File: config.mk
export PLATFORM = sky130hd
export DESIGN_NAME = cc_snoop_controller_flat
export DESIGN_NICKNAME = d
export VERILOG_FILES = /design/src/rtl/cc_snoop_controller_pkg.sv /design/src/rtl/cc_snoop_controller_if.sv /design/src/rtl/cc_snoop_controller_mesi_transition.sv /design/src/rtl/cc_snoop_controller.sv /design/src/flat_wrapper.sv
export SDC_FILE = /design/constraint.sdc
export NUM_CORES = 1
export LEC_CHECK = 0
export ABC_CLOCK_PERIOD_IN_PS = 2400
export CORE_ASPECT_RATIO = 1.1
export CORE_MARGIN = 2
export CORE_UTILIZATION = 31
export CTS_CLUSTER_SIZE = 20
export DETAILED_ROUTE_END_ITERATION = 6
export PLACE_DENSITY = 0.76
export RECOVER_POWER = 50
export SLEW_MARGIN = 5
export SYNTH_ARGS = -nofsm -noshare
export SYNTH_HDL_FRONTEND = slang
export SYNTH_SLANG_ARGS = --single-unit
File: constraint.sdc
create_clock -name CLK -period 2.4 [get_ports CLK]
set_input_delay 0.72 -clock CLK [delete_from_list [all_inputs] [get_ports CLK]]
set_output_delay 0.72 -clock CLK [all_outputs]
set_load 0.1 [all_outputs]
File: src/rtl/cc_snoop_controller_pkg.sv
// Shared coherence definitions: MESI states, snoop kinds,
// cache geometry and the controller FSM encoding.
package cc_snoop_controller_pkg;

   localparam int BLOCK_WORDS  = 2;
   localparam int N_SETS       = 1024 / 8 / 4 / BLOCK_WORDS;
   localparam int N_SET_BITS   = $clog2(N_SETS);
   localparam int N_BLOCK_BITS = $clog2(BLOCK_WORDS);
   localparam int TAG_SHIFT    = N_SET_BITS + N_BLOCK_BITS + 2;

   typedef enum logic [1:0] {
      INVALID   = 2'd0,
      SHARED    = 2'd1,
      EXCLUSIVE = 2'd2,
      MODIFIED  = 2'd3
   } cc_end_state;

   typedef enum logic [1:0] {
      BUS_RD   = 2'd0,
      BUS_RDX  = 2'd1,
      BUS_UPGR = 2'd2
   } snoop_t;

   typedef enum logic [1:0] {
      IDLE   = 2'd0,
      LOOKUP = 2'd1,
      RESP   = 2'd2,
      FILL   = 2'd3
   } cc_fsm_t;

   // Collapse the cache's valid/exclusive/dirty bits into a MESI state.
   function automatic cc_end_state frame_state(
      input logic v,
      input logic e,
      input logic d
   );
      cc_end_state s;
      s = INVALID;
      unique case (1'b1)
         !v:            s = INVALID;
         (v && d):      s = MODIFIED;
         (v && e && !d): s = EXCLUSIVE;
         (v && !e && !d): s = SHARED;
      endcase
      return s;
   endfunction

endpackage

File: src/rtl/cc_snoop_controller_if.sv
// Link between the coherency unit and one L1 cache's
// MESI state array.
interface cache_coherence_if;
   import cc_snoop_controller_pkg::*;

   logic [N_SET_BITS-1:0] set_sel;
   cc_end_state           state_transfer;
   logic [31:0]           requested_data;
   logic                  snoop_hit;
   logic                  valid;
   logic                  exclusive;
   logic                  dirty;
   logic [31:0]           frame_tag;
   logic                  write_req;

   modport coherency_unit (
      output set_sel,
      output state_transfer,
      output requested_data,
      output snoop_hit,
      input  valid,
      input  exclusive,
      input  dirty,
      input  frame_tag,
      input  write_req
   );

   modport cache (
      input  set_sel,
      input  state_transfer,
      input  requested_data,
      input  snoop_hit,
      output valid,
      output exclusive,
      output dirty,
      output frame_tag,
      output write_req
   );

endinterface

File: src/rtl/cc_snoop_controller_mesi_transition.sv
// MESI next state for a snooped hit, plus the flush and
// shared indications returned to the requester.
module mesi_transition
   import cc_snoop_controller_pkg::*;
(
   input  cc_end_state cur,
   input  snoop_t      stype,
   output cc_end_state nxt,
   output logic        resp_dirty,
   output logic        resp_shared
);

   // Reads demote to SHARED; RdX and Upgr both invalidate,
   // and an Upgr that finds E or M behaves exactly like RdX.
   always_comb begin
      nxt         = INVALID;
      resp_dirty  = 1'b0;
      resp_shared = 1'b0;
      if (cur != INVALID) begin
         case (stype)
            BUS_RD: begin
               nxt         = SHARED;
               resp_dirty  = (cur == MODIFIED);
               resp_shared = 1'b1;
            end
            BUS_RDX: begin
               resp_dirty = (cur == MODIFIED);
            end
            BUS_UPGR: begin
               resp_dirty = (cur == MODIFIED);
            end
            default: begin
               resp_dirty = (cur == MODIFIED);
            end
         endcase
      end
   end

endmodule

File: src/rtl/cc_snoop_controller.sv
// Coherency-unit side of one cache: serves bus snoops and
// local fills, committing MESI updates into the state array.
module cc_snoop_controller #(
   parameter int BLOCK_SIZE   = 2,
   parameter int N_SET_BITS   = $clog2(1024 / 8 / 4 / BLOCK_SIZE),
   parameter int N_BLOCK_BITS = $clog2(BLOCK_SIZE)
) (
   input  logic                            CLK,
   input  logic                            nRST,
   input  logic                            snoop_valid,
   output logic                            snoop_ready,
   input  logic [31:0]                     snoop_addr,
   input  cc_snoop_controller_pkg::snoop_t snoop_type,
   output logic                            snoop_done,
   output logic                            snoop_resp_hit,
   output logic                            snoop_resp_dirty,
   output logic                            snoop_resp_shared,
   input  logic                            fill_valid,
   output logic                            fill_ready,
   input  logic [31:0]                     fill_addr,
   input  logic                            fill_shared,
   cache_coherence_if.coherency_unit       cc
);
   import cc_snoop_controller_pkg::*;

   localparam int SET_LSB = N_BLOCK_BITS + 2;
   localparam int TAG_LSB = N_SET_BITS + N_BLOCK_BITS + 2;

   cc_fsm_t     state;
   cc_fsm_t     state_nxt;
   logic [31:0] cap_addr;
   snoop_t      cap_type;
   logic        cap_shared;
   logic        cap_wr;

   cc_end_state cur_state;
   cc_end_state mesi_nxt;
   logic        mesi_dirty;
   logic        mesi_shared;
   logic        tag_hit;
   logic        commit;
   cc_end_state xfer;

   assign cur_state = frame_state(cc.valid, cc.exclusive, cc.dirty);
   assign tag_hit   = cc.valid && ((cap_addr >> TAG_LSB) == cc.frame_tag);

   mesi_transition u_mesi (
      .cur         (cur_state),
      .stype       (cap_type),
      .nxt         (mesi_nxt),
      .resp_dirty  (mesi_dirty),
      .resp_shared (mesi_shared)
   );

   // FSM state register; reset drops any in-flight request.
   always_ff @(posedge CLK or negedge nRST) begin
      if (!nRST) state <= IDLE;
      else       state <= state_nxt;
   end

   // Latch the accepted request; snoop takes priority over fill.
   always_ff @(posedge CLK or negedge nRST) begin
      if (!nRST) begin
         cap_addr   <= '0;
         cap_type   <= BUS_RD;
         cap_shared <= 1'b0;
         cap_wr     <= 1'b0;
      end else if (state == IDLE) begin
         if (snoop_valid) begin
            cap_addr <= snoop_addr;
            cap_type <= snoop_type;
         end else if (fill_valid) begin
            cap_addr   <= fill_addr;
            cap_shared <= fill_shared;
            cap_wr     <= cc.write_req;
         end
      end
   end

   // Next-state sequencing and per-state response/commit outputs.
   always_comb begin
      state_nxt         = state;
      snoop_done        = 1'b0;
      snoop_resp_hit    = 1'b0;
      snoop_resp_dirty  = 1'b0;
      snoop_resp_shared = 1'b0;
      commit            = 1'b0;
      xfer              = INVALID;
      unique case (state)
         IDLE: begin
            if (snoop_valid)     state_nxt = LOOKUP;
            else if (fill_valid) state_nxt = FILL;
         end
         LOOKUP: state_nxt = RESP;
         RESP: begin
            snoop_done = 1'b1;
            state_nxt  = IDLE;
            if (tag_hit) begin
               snoop_resp_hit    = 1'b1;
               snoop_resp_dirty  = mesi_dirty;
               snoop_resp_shared = mesi_shared;
               commit            = 1'b1;
               xfer              = mesi_nxt;
            end
         end
         FILL: begin
            commit    = 1'b1;
            state_nxt = IDLE;
            if (cap_wr)          xfer = MODIFIED;
            else if (cap_shared) xfer = SHARED;
            else                 xfer = EXCLUSIVE;
         end
         default: state_nxt = IDLE;
      endcase
   end

   assign snoop_ready       = (state == IDLE);
   assign fill_ready        = (state == IDLE);
   assign cc.set_sel        = cap_addr[SET_LSB +: N_SET_BITS];
   assign cc.requested_data = {cap_addr[31:2], 2'b00};
   assign cc.snoop_hit      = commit;
   assign cc.state_transfer = xfer;

endmodule

File: src/flat_wrapper.sv
// flat-port wrapper written by rule: the top's interface ports become plain ports
module cc_snoop_controller_flat import cc_snoop_controller_pkg::*;
#(
   parameter int BLOCK_SIZE   = 2,
   parameter int N_SET_BITS   = $clog2(1024 / 8 / 4 / BLOCK_SIZE),
   parameter int N_BLOCK_BITS = $clog2(BLOCK_SIZE)
)
  (CLK, nRST, snoop_valid, snoop_ready, snoop_addr, snoop_type, snoop_done, snoop_resp_hit, snoop_resp_dirty, snoop_resp_shared, fill_valid, fill_ready, fill_addr, fill_shared, cc_set_sel, cc_state_transfer, cc_requested_data, cc_snoop_hit, cc_valid, cc_exclusive, cc_dirty, cc_frame_tag, cc_write_req);
  cache_coherence_if cc_i ();
  input  logic CLK;
  input  logic nRST;
  input  logic snoop_valid;
  output logic snoop_ready;
  input  logic [31:0] snoop_addr;
  input  cc_snoop_controller_pkg::snoop_t snoop_type;
  output logic snoop_done;
  output logic snoop_resp_hit;
  output logic snoop_resp_dirty;
  output logic snoop_resp_shared;
  input  logic fill_valid;
  output logic fill_ready;
  input  logic [31:0] fill_addr;
  input  logic fill_shared;
  output wire logic [$bits(cc_i.set_sel)-1:0] cc_set_sel;
  output wire logic [$bits(cc_i.state_transfer)-1:0] cc_state_transfer;
  output wire logic [$bits(cc_i.requested_data)-1:0] cc_requested_data;
  output wire logic [$bits(cc_i.snoop_hit)-1:0] cc_snoop_hit;
  input wire logic [$bits(cc_i.valid)-1:0] cc_valid;
  input wire logic [$bits(cc_i.exclusive)-1:0] cc_exclusive;
  input wire logic [$bits(cc_i.dirty)-1:0] cc_dirty;
  input wire logic [$bits(cc_i.frame_tag)-1:0] cc_frame_tag;
  input wire logic [$bits(cc_i.write_req)-1:0] cc_write_req;
  assign cc_set_sel = cc_i.set_sel;
  assign cc_state_transfer = cc_i.state_transfer;
  assign cc_requested_data = cc_i.requested_data;
  assign cc_snoop_hit = cc_i.snoop_hit;
  assign cc_i.valid = cc_valid;
  assign cc_i.exclusive = cc_exclusive;
  assign cc_i.dirty = cc_dirty;
  assign cc_i.frame_tag = cc_frame_tag;
  assign cc_i.write_req = cc_write_req;
  cc_snoop_controller #(.BLOCK_SIZE(BLOCK_SIZE), .N_SET_BITS(N_SET_BITS), .N_BLOCK_BITS(N_BLOCK_BITS)) u_core (.CLK(CLK), .nRST(nRST), .snoop_valid(snoop_valid), .snoop_ready(snoop_ready), .snoop_addr(snoop_addr), .snoop_type(snoop_type), .snoop_done(snoop_done), .snoop_resp_hit(snoop_resp_hit), .snoop_resp_dirty(snoop_resp_dirty), .snoop_resp_shared(snoop_resp_shared), .fill_valid(fill_valid), .fill_ready(fill_ready), .fill_addr(fill_addr), .fill_shared(fill_shared), .cc(cc_i));
endmodule
Word level (Yosys, flattened, before mapping):

Index checks and enable logic that the tools add are counted.

* equality and inequality tests: 6
* muxes and demuxes: 23
* bitwise gates (word level): 1
* reductions and logical operators: 17

Operator list (count)
* 32-bit two-way mux: 2
* 25-bit by 32-bit equality test with 1-bit output: 1
* 1-bit two-way mux: 13
* 2-bit two-way mux: 4
* 2-bit case mux with 4 select lines: 1
* 2-bit equality test (second input constant): 3
* 1-bit logical AND: 6
* 2-bit case mux with 3 select lines: 1
* 2-bit logical NOT: 2
* 2-bit case mux with 2 select lines: 1
* 2-bit AND reduction: 2
* 2-bit nonzero test: 2
* 1-bit logical NOT: 3
* 3-bit != test (second input constant): 1
* 3-bit AND reduction: 1
* 2-bit by 1-bit equality test with 1-bit output (second input constant): 1
* 1-bit case mux with 2 select lines: 1
* 2-bit OR reduction: 1
* 1-bit NOT: 1

* register bits: 38
* bits of input ports: 107
* output and inout bits: 45
* word-level logic and storage cells: 52

Longest topological paths before layout:

* word-level depth: 8
* mapped depth: 6
* mapped depth without buffers: 5

Hierarchy:

A second synthesis with hierarchy kept.

* cells, all modules: 213
* area total of the unflattened synthesis: 2118.3 sq um

By module, submodules not included
* cc_snoop_controller: instances 1, cells an instance 207, area an instance 2079.5 sq um, sequential area each 900.9 sq um
* mesi_transition: instances 1, cells an instance 6, area an instance 38.8 sq um, sequential area each 0.0 sq um

Worst setup path before layout:

No wires, ideal clock.

* path type: reg-to-output
* from: register u_core.state[0]
* to: output cc_state_transfer[0]
* arrival: 4.327 ns
* data required time: 1.680 ns
* slack: -2.647 ns
* stages on the path, launching flop included: 5
* buffers on the path: 0
* cells stage by stage: dfrtp_1 > nor2b_1 > nand4_1 > nor4_4 > o2bb2ai_1

* word-level cells in the longest chain between the ends: 2
* elaborated cells on any way between the ends: 3

RTL lines
* start: declaration: line cc_snoop_controller.sv:29 `cc_fsm_t state;`
* start signal: assignment: line cc_snoop_controller.sv:58 `else state <= state_nxt;`
* 2-bit equality test: line cc_snoop_controller.sv:89 `unique case (state)`
* 2-bit case mux with 2 select lines (*): line cc_snoop_controller.sv:89
* end: declaration: line flat_wrapper.sv:25 `output wire logic [$bits(cc_i.state_transfer)-1:0] cc_state_transfer;`

Mark *: on every way between the ends. The rest lies on a longest branch, timed or not.

Worst setup path after layout:

* from: input cc_frame_tag[17]
* to: output snoop_resp_dirty

* word-level cells in the longest chain between the ends: 4

RTL lines
* start: declaration: line flat_wrapper.sv:31 `input wire logic [$bits(cc_i.frame_tag)-1:0] cc_frame_tag;`
* 25-bit by 32-bit equality test with 1-bit output: line cc_snoop_controller.sv:45 `assign tag_hit = cc.valid && ((cap_addr >> TAG_LSB) == cc.frame_tag);`
* 1-bit logical AND: line cc_snoop_controller.sv:45
* 1-bit two-way mux: line cc_snoop_controller.sv:98 `if (tag_hit) begin`
* 1-bit two-way mux: line cc_snoop_controller.sv:89
* end: declaration: line flat_wrapper.sv:18 `output logic snoop_resp_dirty;`

No other way between the ends.

==> impl_metrics.csv <==
group,metric,value,unit
outcome,violations,"negative setup slack",
synthesis,yosysUniqueCellTypes,24,
synthesis,synth_area,0.00203,mm2
power,ir_worst_vdd,0.00137,V
synthesis,synth_top_cell_area_share,0.444,
critical_path,path_delay_family,"simple AND/OR/NAND/NOR gates",
global_routing,grtUsageTotal,0.172,
sta,setup_slack,-0.621,ns
worst_hold_path,hold_class,"reg2reg",
critical_path,path_cells,"clkdlybuf4s50_1 > xnor2_1 > nand4_1 > nor4_4 > and2_4 > buf_12",
global_routing,grt_start_max_net_pins,37,
critical_path,timing.rr.start,"u_core.state[0]",
sta,setup_viol,5,
die,rows,30,
finish,layout.nets,469,
placed_design,dp_slack,-1.14,ns
placed_design,gp_congestion,0.730,
finish,layout_common_cells,"clkdlybuf4s50_1 (72), buf_4 (56), nor2_1 (33)",
die,die-height,88.9,um
sta,fmax,331,MHz
clocking,cts_tree,"built",
critical_path,critPathBufInv,2,
outcome,status,"finished with violations",
clocking,clock_sink_count,36,
critical_path,crit_slowest_cell,"clkdlybuf4s50_1",
finish,drive_above_1_share,0.333,
synthesis,synth-seq-cells,36,
critical_path,cp.required,1.68,ns
critical_path,crit_path_start_kind,"input pin",
clocking,cts_buffers,5,
synthesis,yosysTopAreaCell,"dfrtp_1",
die,core,0.00627,mm2
clocking,cts_root_buffer,"clkbuf_8",
detailed_routing,drc,0,
synthesis,syn_inst,203,
die,die_area,0.00721,mm2
clocking,clk_latency,0.28,ns
finish,syn2layout_area_growth,87.7,%
power,p_per_area,1590,mW/mm2
placed_design,placed_area,0.00370,mm2
finish,final_area,0.00381,mm2
global_routing,grtUsageMet2,0.326,
global_routing,grt_busiest_layer,"met2",
die,pin_count,152,
global_routing,use_met3,0.0510,
sta,hold_viol_final,0,
clocking,clkTransAtPathRegs,0.07,ns
detailed_routing,finalWirelength,6.16,mm
global_routing,antenna_found_initial,0,
clocking,postCtsSetupRepairBufs,0,
run,cap_violations,0,
detailed_routing,avgRoutedWirePerCell,13.9,um
sta,tightest_slew,0.909,ns
sta,post-route-min-period,3.02,ns
finish,multi_input_area,0.00111,mm2
die,start_util,0.324,
finish,layout_commonest_cell,"clkdlybuf4s50_1",
placed_design,port_buffers,144,
power,p_leak,1.68,nW
global_routing,grt_first_pass_wirelength,9.31,mm
placed_design,place_hpwl,5.11,mm
sta,period_share,1.26,
die,die_w,81.1,um
critical_path,cp.arrival,2.30,ns
worst_hold_path,hp-start,"u_core.cap_type[0]",
detailed_routing,routed_via_density,4.51,
finish,diodes,0,
critical_path,crit_type,"in2out",
critical_path,cp_max_fo,5,
sta,grt_setup_unrepaired,"yes",
sta,fin_skew,0.00516,ns
global_routing,grt_pass1_vias,1993,
detailed_routing,drtIter0Drc,85,
global_routing,met1_usage,0.181,
sta,relSlewSlack,0.394,
finish,fillCellCount,559,
critical_path,slowest_delay,0.48,ns
detailed_routing,first_pass_iters,4,
clocking,clock_path_buffers,2,
global_routing,overflow,0,
critical_path,endpoint_kind,"output pin",
sta,slew_viol_final,0,
finish,regArea,921,um2
detailed_routing,ant_nets,0,
synthesis,synth.area.top_cells,"dfrtp_1 (44%), mux2i_1 (15%), a21oi_1 (7.9%)",
synthesis,synth_area_per_cell,10.0,um2
detailed_routing,vias,1999,
critical_path,startpoint,"cc_frame_tag[17]",
synthesis,seq_area_frac_synth,0.444,
clocking,h-tree-depth,2,
synthesis,yosys_warnings,0,
## where the power goes
part / total [mW] / internal [mW] / switching (mW)
Combinational: 4.43 / 1.23 / 3.20
Sequential: 1.18 / 0.934 / 0.248
Clock: 0.462 / 0.262 / 0.201
## worst reg2reg max path: stages (launching register included)
cell	delay [ns]
dfrtp_1	0.41
buf_4	0.17
nor2_4	0.18
o21a_2	0.17
clkbuf_2	0.50
nor2_1	0.09
a21oi_1	0.14
## final timing paths
| kind | cells past startpoint | slack, ns | endpoint |
|---|---|---|---|
| max in group asynchronous | 1 | 1.20 | u_core.cap_addr[10] |
| setup reg to reg | 6 | 0.65 | u_core.cap_addr[10] |
| min in group asynchronous | 1 | 0.56 | u_core.cap_wr |
| hold reg to reg | 1 | 0.52 | u_core.cap_type[0] |
| hold / removal | 1 | 0.52 | u_core.cap_type[0] |
| setup / recovery | 6 | -0.62 | snoop_resp_dirty |
## sequential cells by signal (all words and copies together), names as in the netlist
register and flops:
u_core.cap_shared 1, u_core.cap_addr 30, u_core.cap_wr 1, u_core.state 2, u_core.cap_type 2
## cells in the mapped netlist
| master | instances |
|---|---|
| buf_4 | 7 |
| inv_1 | 2 |
| nand4_1 | 4 |
| dfrtp_1 | 36 |
| nor4_4 | 1 |
| nand2_1 | 3 |
| and2_1 | 2 |
| clkbuf_1 | 1 |
| o21a_1 | 2 |
| xor2_1 | 16 |
| nor4_2 | 3 |
| o2bb2ai_1 | 1 |
| nor4_1 | 2 |
| buf_2 | 10 |
| nor2b_1 | 1 |
| mux2i_1 | 30 |
| o21ai_0 | 1 |
| conb_1 | 1 |
| a21oi_1 | 32 |
| nor4b_1 | 1 |
| nor2_1 | 34 |
| mux2_2 | 3 |
| and3_1 | 1 |
| xnor2_1 | 9 |
## repair_timing
item,in CTS,in global routing
endpoints found under the setup margin,5,5
resized for setup,47,9
pin swaps,32,6
hold buffers,0,0
## per-layer routing
metal	wire length, um	share of wire
met5	0	0
met4	78	0.013
met3	536	0.087
met2	3310	0.54
met1	2240	0.36
## area by class of cell
class / count / share of cell area
multi-input combinational: 148 / 0.292
tap: 80 / 0.0263
inverter: 2 / 0.00197
timing repair buffer: 169 / 0.412
sequential: 36 / 0.242
clock buffer: 8 / 0.0263
## stage by stage
stage          hold WS [ns]   util  total power, mW  setup TNS [ns]  cells
3_3_place_gp          0.491  0.591             5.57           -5.34    435
5_1_grt               0.530  0.608             6.36           -3.52    443
2_1_floorplan         0.424      -             4.39           -6.61    204
6_report              0.515  0.608             6.08           -3.01    443
3_5_place_dp          0.502  0.591             5.63           -5.62    435
4_1_cts               0.516  0.607             6.14           -3.14    443
## logic make-up after synthesis
kind of cell,count (synthesis),synth area share
and+or+nand+nor,52,0.133
AOI/OAI and AO/OA,36,0.0931
DFF,36,0.444
muxes,33,0.165
xor gates and xnor gates,25,0.108
buffers and inverters,20,0.0561
other,1,0.00185
Note: power is estimated with default switching activity, not from simulation.
